[src/rtl/rr_stream_mux.sv]
// rr_stream_mux: N-channel valid/ready stream multiplexer.
// Two arbitration modes share one single-entry registered output stage.
// Fixed select steers the channel chosen by sel. Round-robin rotates
// priority past the most recently accepted channel.
// The index of the supplying channel travels alongside the data.
module rr_stream_mux #(
   parameter int WIDTH = 4,
   parameter int NCH   = 4,
   parameter int SELW  = 2
) (
   input  logic                 clk,
   input  logic                 rst,
   input  logic [NCH*WIDTH-1:0] in_data,
   input  logic [NCH-1:0]       in_valid,
   output logic [NCH-1:0]       in_ready,
   input  logic                 mode,
   input  logic [SELW-1:0]      sel,
   output logic [WIDTH-1:0]     out_data,
   output logic [SELW-1:0]      out_ch,
   output logic                 out_valid,
   input  logic                 out_ready
);

   logic [WIDTH-1:0] outData_q, outData_d;
   logic [SELW-1:0]  outCh_q, outCh_d;
   logic             outValid_q, outValid_d;
   logic [SELW-1:0]  rrPtr_q, rrPtr_d;

   logic [NCH-1:0]   grant;
   logic [SELW-1:0]  grantIdx;
   logic [WIDTH-1:0] grantData;
   logic             anyGrant;
   logic             loadEn;
   logic             found;

   // Pick at most one channel to grant this cycle.
   // In fixed mode the grant goes to the sel channel when it is valid. A sel
   // value beyond the last channel matches no loop index, so nothing is granted.
   // In round-robin mode the scan starts at rrPtr_q and wraps past the last
   // channel. The first valid channel found wins.
   always_comb begin
      grant     = '0;
      grantIdx  = '0;
      grantData = '0;
      found     = 1'b0;
      if (!mode) begin
         for (int i = 0; i < NCH; i++) begin
            if (sel == SELW'(i) && in_valid[i]) begin
               grant[i]  = 1'b1;
               grantIdx  = SELW'(i);
               grantData = in_data[i*WIDTH +: WIDTH];
            end
         end
      end else begin
         for (int k = 0; k < NCH; k++) begin
            for (int i = 0; i < NCH; i++) begin
               if (!found && in_valid[i] && (((int'(rrPtr_q) + k) % NCH) == i)) begin
                  grant[i]  = 1'b1;
                  grantIdx  = SELW'(i);
                  grantData = in_data[i*WIDTH +: WIDTH];
                  found     = 1'b1;
               end
            end
         end
      end
   end

   // The output stage can take a new beat when it is empty or draining this cycle.
   // Ready is suppressed during reset because reset discards any transfer.
   always_comb begin
      anyGrant = |grant;
      loadEn   = !outValid_q || out_ready;
      in_ready = grant & {NCH{loadEn && !rst}};
   end

   // Next state of the output stage and the round-robin pointer.
   // When the stage loads with no grant it empties, but it keeps the last
   // data and channel values. The pointer advances only on a round-robin accept.
   always_comb begin
      outData_d  = outData_q;
      outCh_d    = outCh_q;
      outValid_d = outValid_q;
      rrPtr_d    = rrPtr_q;
      if (loadEn) begin
         outValid_d = anyGrant;
         if (anyGrant) begin
            outData_d = grantData;
            outCh_d   = grantIdx;
            if (mode) begin
               rrPtr_d = (grantIdx == SELW'(NCH - 1)) ? '0 : grantIdx + SELW'(1);
            end
         end
      end
   end

   // State registers with synchronous reset. Reset gives channel 0 top priority.
   always_ff @(posedge clk) begin
      if (rst) begin
         outData_q  <= '0;
         outCh_q    <= '0;
         outValid_q <= 1'b0;
         rrPtr_q    <= '0;
      end else begin
         outData_q  <= outData_d;
         outCh_q    <= outCh_d;
         outValid_q <= outValid_d;
         rrPtr_q    <= rrPtr_d;
      end
   end

   assign out_data  = outData_q;
   assign out_ch    = outCh_q;
   assign out_valid = outValid_q;

endmodule

[config.mk]
export PLATFORM = sky130hd
export DESIGN_NAME = rr_stream_mux
export DESIGN_NICKNAME = d
export VERILOG_FILES = /design/src/rtl/rr_stream_mux.sv
export SDC_FILE = /design/constraint.sdc
export NUM_CORES = 1
export LEC_CHECK = 0
export BUFFER_PORTS_ARGS = -buffer_cell sky130_fd_sc_hd__buf_2
export CAP_MARGIN = 20
export CORE_AREA = 2 2 74 76
export DETAILED_ROUTE_END_ITERATION = 8
export DIE_AREA = 0 0 76 78
export GPL_TIMING_DRIVEN = 0
export PLACE_DENSITY_LB_ADDON = 0.12
export SYNTH_ARGS = -nofsm -noshare
export SYNTH_HDL_FRONTEND = slang
export SYNTH_SLANG_ARGS = --single-unit
[constraint.sdc]
create_clock -name clk -period 2.36 [get_ports clk]
set_input_delay 0.354 -clock clk [delete_from_list [all_inputs] [get_ports clk]]
set_output_delay 0.354 -clock clk [all_outputs]
set_load 0.01 [all_outputs]
# --- Yosys cells after proc, flatten, opt, wreduce, memory -nomap -nowiden ---
# Index checks and enable logic that the tools add are counted.
word_totals:
  word_cells: 184
  output_inout_bits: 11
  inputBits: 26
  ff_bits: 9
classes:
  n_eq_ne: 16
  add_sub_neg: 4
  reduce_logical: 65
  bitwise_logic: 4
  mux: 91
ops:
  columns: ["operator", "count"]
  rows:
  - ["$logic_not 32->1", 4]
  - ["$mux 4", 22]
  - ["$mux 1", 51]
  - ["$logic_and 1x1->1", 36]
  - ["$mux 2", 18]
  - ["$eq 3x3->1 const B", 6]
  - ["$logic_not 1->1", 17]
  - ["$eq 2x2->1 const B", 5]
  - ["$eq 3x2->1 const B", 3]
  - ["$reduce_or 2->1", 3]
  - ["$add 2x1->2 const B", 2]
  - ["$add 2x2->2 const B", 2]
  - ["$and 4x4->4", 1]
  - ["$eq 2x1->1 const B", 2]
  - ["$reduce_or 4->1", 1]
  - ["$and 1x1->1 const A", 3]
  - ["$reduce_and 3->1", 1]
  - ["$logic_not 2->1", 1]
  - ["$reduce_and 2->1", 1]
  - ["$logic_or 1x1->1", 1]

# --- Longest topological paths before layout ---
depth:
  ltp_word: 81
  mapped_depth: 9
  ltp_nobuf: 7

# --- Least setup slack after synthesis ---
# OpenSTA, ideal clock, no wires.
synth_timing:
  kind: "in2reg"
  start: "input port in_valid[2]"
  end: "register rrPtr_q[0]"
  path_buffers: 1
  path_slack_ps: 554
  t_arrival_ps: 1736
  t_required_ps: 2290
  setup_time_ps: 70
  cell_stages: 8
  cell_sequence: "buf_4 and2b_1 o21ai_1 a311oi_2 nor3_2 or2_1 or3_1 a21oi_1"
synth_via:
  elab_chain_cells: 71
  word_cells_on_any_way: 106
  cone_classes: "add/sub: 1; eq/ne: 1; mux: 60; reduce/logical: 44"
synth_rtl:
  columns: ["item", "line", "rtl"]
  rows:
  - ["from (decl)", "14", "input logic [NCH-1:0] in_valid,"]
  - ["$logic_and 1x1->1 (2 in series)", "57", "if (!found && in_valid[i] && (((int'(rrPtr_q) + k) % NCH) == i)) begin"]
  - ["$mux 1", "57", null]
  - ["$mux 1", "46", "if (!mode) begin"]
  - ["$logic_not 1->1", "57", null]
  - ["$logic_and 1x1->1 (2 in series)", "57", null]
  - ["$mux 1", "57", null]
  - ["$mux 1", "46", null]
  - ["$logic_not 1->1", "57", null]
  - ["(+52 left out)", null, null]
  - ["$mux 1", "57", null]
  - ["$mux 1", "46", null]
  - ["$logic_not 1->1", "57", null]
  - ["$logic_and 1x1->1 (2 in series)", "57", null]
  - ["$mux 2 / $mux 1 (equally long branches)", "57", null]
  - ["$mux 2 / $mux 4 (equally long branches)", "46", null]
  - ["$add 2x1->2, or another cell as far along", "90", "rrPtr_d = (grantIdx == SELW'(NCH - 1)) ? '0 : grantIdx + SELW'(1);"]
  - ["$mux 2 / $reduce_and 3->1 (equally long branches)", null, null]
  - ["to (signal assigned)", "107", "rrPtr_q <= rrPtr_d;"]
  - ["to (decl)", "27", "logic [SELW-1:0] rrPtr_q, rrPtr_d;"]
# Several ways; a longest one is shown, not always the timed one. The select of a mux whose other input is x is not followed.
# A chain may end at the register's enable or synchronous reset.

# --- Final worst setup path ---
layout_timing:
  start: "input port in_valid[3]"
  end: "output port in_ready[3]"
layout_via:
  elab_chain_cells: 65
  word_cells_on_any_way: 70
  cone_classes: "mux: 30; bitwise: 1; reduce/logical: 39"
layout_rtl:
  columns: ["item", "line", "rtl"]
  rows:
  - ["$logic_and 1x1->1 (2 in series)", "57", null]
  - ["$mux 1", "57", null]
  - ["$mux 1", "46", null]
  - ["$logic_not 1->1", "57", null]
  - ["$logic_and 1x1->1 (2 in series)", "57", null]
  - ["$mux 1", "57", null]
  - ["$mux 1", "46", null]
  - ["$logic_not 1->1", "57", null]
  - ["(+45 left out)", null, null]
  - ["$logic_and 1x1->1 (2 in series)", "57", null]
  - ["$mux 1", "57", null]
  - ["$mux 1", "46", null]
  - ["$logic_not 1->1", "57", null]
  - ["$logic_and 1x1->1 (2 in series)", "57", null]
  - ["$mux 1", "57", null]
  - ["$mux 4 (*)", "46", null]
  - ["$and 4x4->4 (*)", "73", "in_ready = grant & {NCH{loadEn && !rst}};"]
  - ["to (decl)", "15", "output logic [NCH-1:0] in_ready,"]
# Mark *: on every way between the ends. The rest lies on a longest branch, timed or not. The select of a mux whose other input is x is not followed.

==> summary.txt <==
Drt
  • Routed wire length: 6440 µm
  • Via count: 2127
  • DRT antenna net count: 0
  • WL/cell: 18.6 µm
  • Initial drt markers: 183
  • Via/cell ratio: 6.15
  • DRC Markers: 0
  • DRT Pass-1 Iters: 5

Finish
  • Nets@finish: 303
  • Fin util: 0.367
  • Register area: 181 µm²
  • Most frequent cells in the layout: buf_2 (39), nand2_1 (27), nor2_1 (26)
  • Post-route cell area: 1850 µm²
  • Commonest non-fill, non-tap cell in the layout: buf_2
  • Share of post-route cells with drive strength above 1: 0.232
  • N_diodes: 0
  • Layout Area Growth over Synthesis: 20.4%
  • Multi-input logic area: 1230 µm²
  • Filler cells: 587

Logic synthesis
  • Xor/xnor share of the synthesized area: 0
  • Netlist cell types: 53
  • Post-Synth Simple-Gate Area: 0.391
  • Top_reg_cell synth: dfxtp_1
  • Mapped Avg Cell Area: 6.44 µm²
  • Flops & latches, synth: 9
  • Asr flop ratio synth: 0
  • Combinational family with the most area after synthesis: simple AND/OR/NAND/NOR gates
  • Post-synthesis compound-gate area fraction: 0.357
  • EDFF count, synth: 0
  • Synth Net Count: 265
  • Synth Area in Adders: 0
  • Synth warn: 0
  • Syn Inst Count: 239
  • Mapped cell area: 1540 µm²
  • Seq/Total Area, Yosys: 0.117
  • Mux share of post-synthesis cell area: 0.0480

Pwr
  • Leak: 0.000733 µW
  • PwrDens: 401 nW/µm²
  • Worst IR drop on VDD: 0.160 mV
  • Total power: 742 µW

Global route
  • First-pass GRT wire length: 10500 µm
  • Largest net degree at the start of global routing: 11
  • Vias in the first global route: 2030
  • Total GRT Usage: 0.219
  • Congestion Overflow GR: 0
  • Initial antenna violation count: 0

Die
  • Overall die width: 76 µm
  • Die Height: 78 µm
  • Starting Density: 0.305
  • Core area: 5040 µm²
  • Die ar.: 5930 µm²
  • I/O pins: 37
  • Num rows: 26

CTS
  • CTS Buffer Depth: 2
  • CTS tree: built
  • Hold buffer count at cts: 0
  • CTS resizes: 0
  • Root buffer cell: clkbuf_8
  • Number of CTS-inserted buffers: 3
  • Worst-Skew Late Latency: 0.23 ns
  • H-tree depth: 1
  • # clock sinks: 9
  • Clock-pin slew on the worst setup and hold paths: 0.05 ns
  • Post-CTS Setup Repair Bufs: 0

Flow run
  • Maxcap violations: 0

Placement
  • Port Buf Inserts: 33
  • DP HPWL: 4750 µm
  • Placed Area: 1790 µm²
  • Gp weighted congestion: 0.921

Timing
  • Endpoints failing setup: 0
  • Achievable Freq: 449 MHz
  • Worst Tran Pin Value: 0.639 ns
  • Post-layout minimum cycle time: 2.23 ns
  • Final TNS setup: 0 ns
  • Final slew viol count: 0
  • Rel. slew slack: 0.573
  • Tcrit/Tclk final: 0.943
  • RSZ-0062 raised after global routing: no
  • Final hold violation count: 0
  • Clk_skew: 0.00432 ns

Critical path
  • Critical Path End Type: output port
  • CP Class: in -> out
  • Type of origin of the critical path: input port
  • Arr. time, crit path: 1.87 ns
  • Crit-path max FO: 10
  • Worst endpoint required time: 2.01 ns

Worst hold path
  • Worst min path class: in -> reg

Outcome
  • Status: finished, final reports clean
==> per-layer routing <==
layer / global-route usage / up-vias / part of all wire
met5: 0 / - / 0
met4: 0.0582 / 0 / 0.012
met3: 0.0384 / 9 / 0.099
met2: 0.359 / 138 / 0.47
met1: 0.298 / 995 / 0.42
li1: - / 985 / -
==> cells by family (layout without fill, tap and decap cells) <==
kind of cell           Yosys count  count (layout)
muxes                            6               6
DFF                              9               9
AOI/OAI and AO/OA               79              79
and+or+nand+nor                116             116
buffers and inverters           29              66
==> state kept, by name, indices dropped and copies added, names as in the netlist <==
register / cells
out_ch: 2
rrPtr_q: 2
out_data: 4
out_valid: 1
==> cell type report <==
type                            count  area share
Tap cell                           70      0.0473
Multi-Input combinational cell    201       0.666
Clock buffer                        4      0.0243
Buffer                             22      0.0614
Inverter                            7      0.0142
Timing Repair Buffer               33      0.0891
Sequential cell                     9      0.0979
==> per-stage QoR <==
| step | setup WS, ns | cells | hold WS (ns) |
|---|---|---|---|
| final | 0.134 | 346 | 0.455 |
| after global routing | 0.0317 | 346 | 0.482 |
| after CTS | 0.0306 | 346 | 0.452 |
| after detailed placement | 0.112 | 342 | 0.484 |
| after global placement | 0.0398 | 342 | 0.475 |
| after floorplan | 0.554 | 239 | 0.518 |
==> worst paths after layout <==
check,startpoint,depth (start not counted),to,slack (ns)
max,in_valid[3],7,in_ready[3],0.13
min reg2reg,out_data[1]$_SDFFE_PP0P_,2,out_data[1]$_SDFFE_PP0P_,0.49
min,out_ready,4,out_valid$_SDFFE_PP0N_,0.46
max reg2reg,rrPtr_q[1]$_SDFFE_PP0P_,8,out_data[3]$_SDFFE_PP0P_,0.20
==> synth_stat cells, types with 5 or more instances <==
master	n	area [µm²]
nor2_1	27	101
a21oi_1	20	100
inv_1	5	18.8
nand4_1	8	50.1
a311oi_1	7	61.3
dfxtp_1	9	180
nand3_1	15	75.1
nand2b_1	5	31.3
a31oi_1	5	31.3
nor3_1	8	40.0
buf_2	8	40.0
nand2_1	27	101
o21ai_0	9	45.0
clkbuf_1	6	22.5
nor2b_1	5	31.3
==> worst max-delay path: stages <==
cell and delay [ns]:
buf_2 0.13, buf_2 0.28, buf_1 0.45, o221a_2 0.32, a32oi_1 0.08, nor2_1 0.12, buf_2 0.13
==> where the power goes <==
group          internal (µW)  total (µW)  switching (µW)
clock network            118         181            62.7
registers                171         182            10.9
logic                    140         380             240
(Power assumes the default switching activity.)
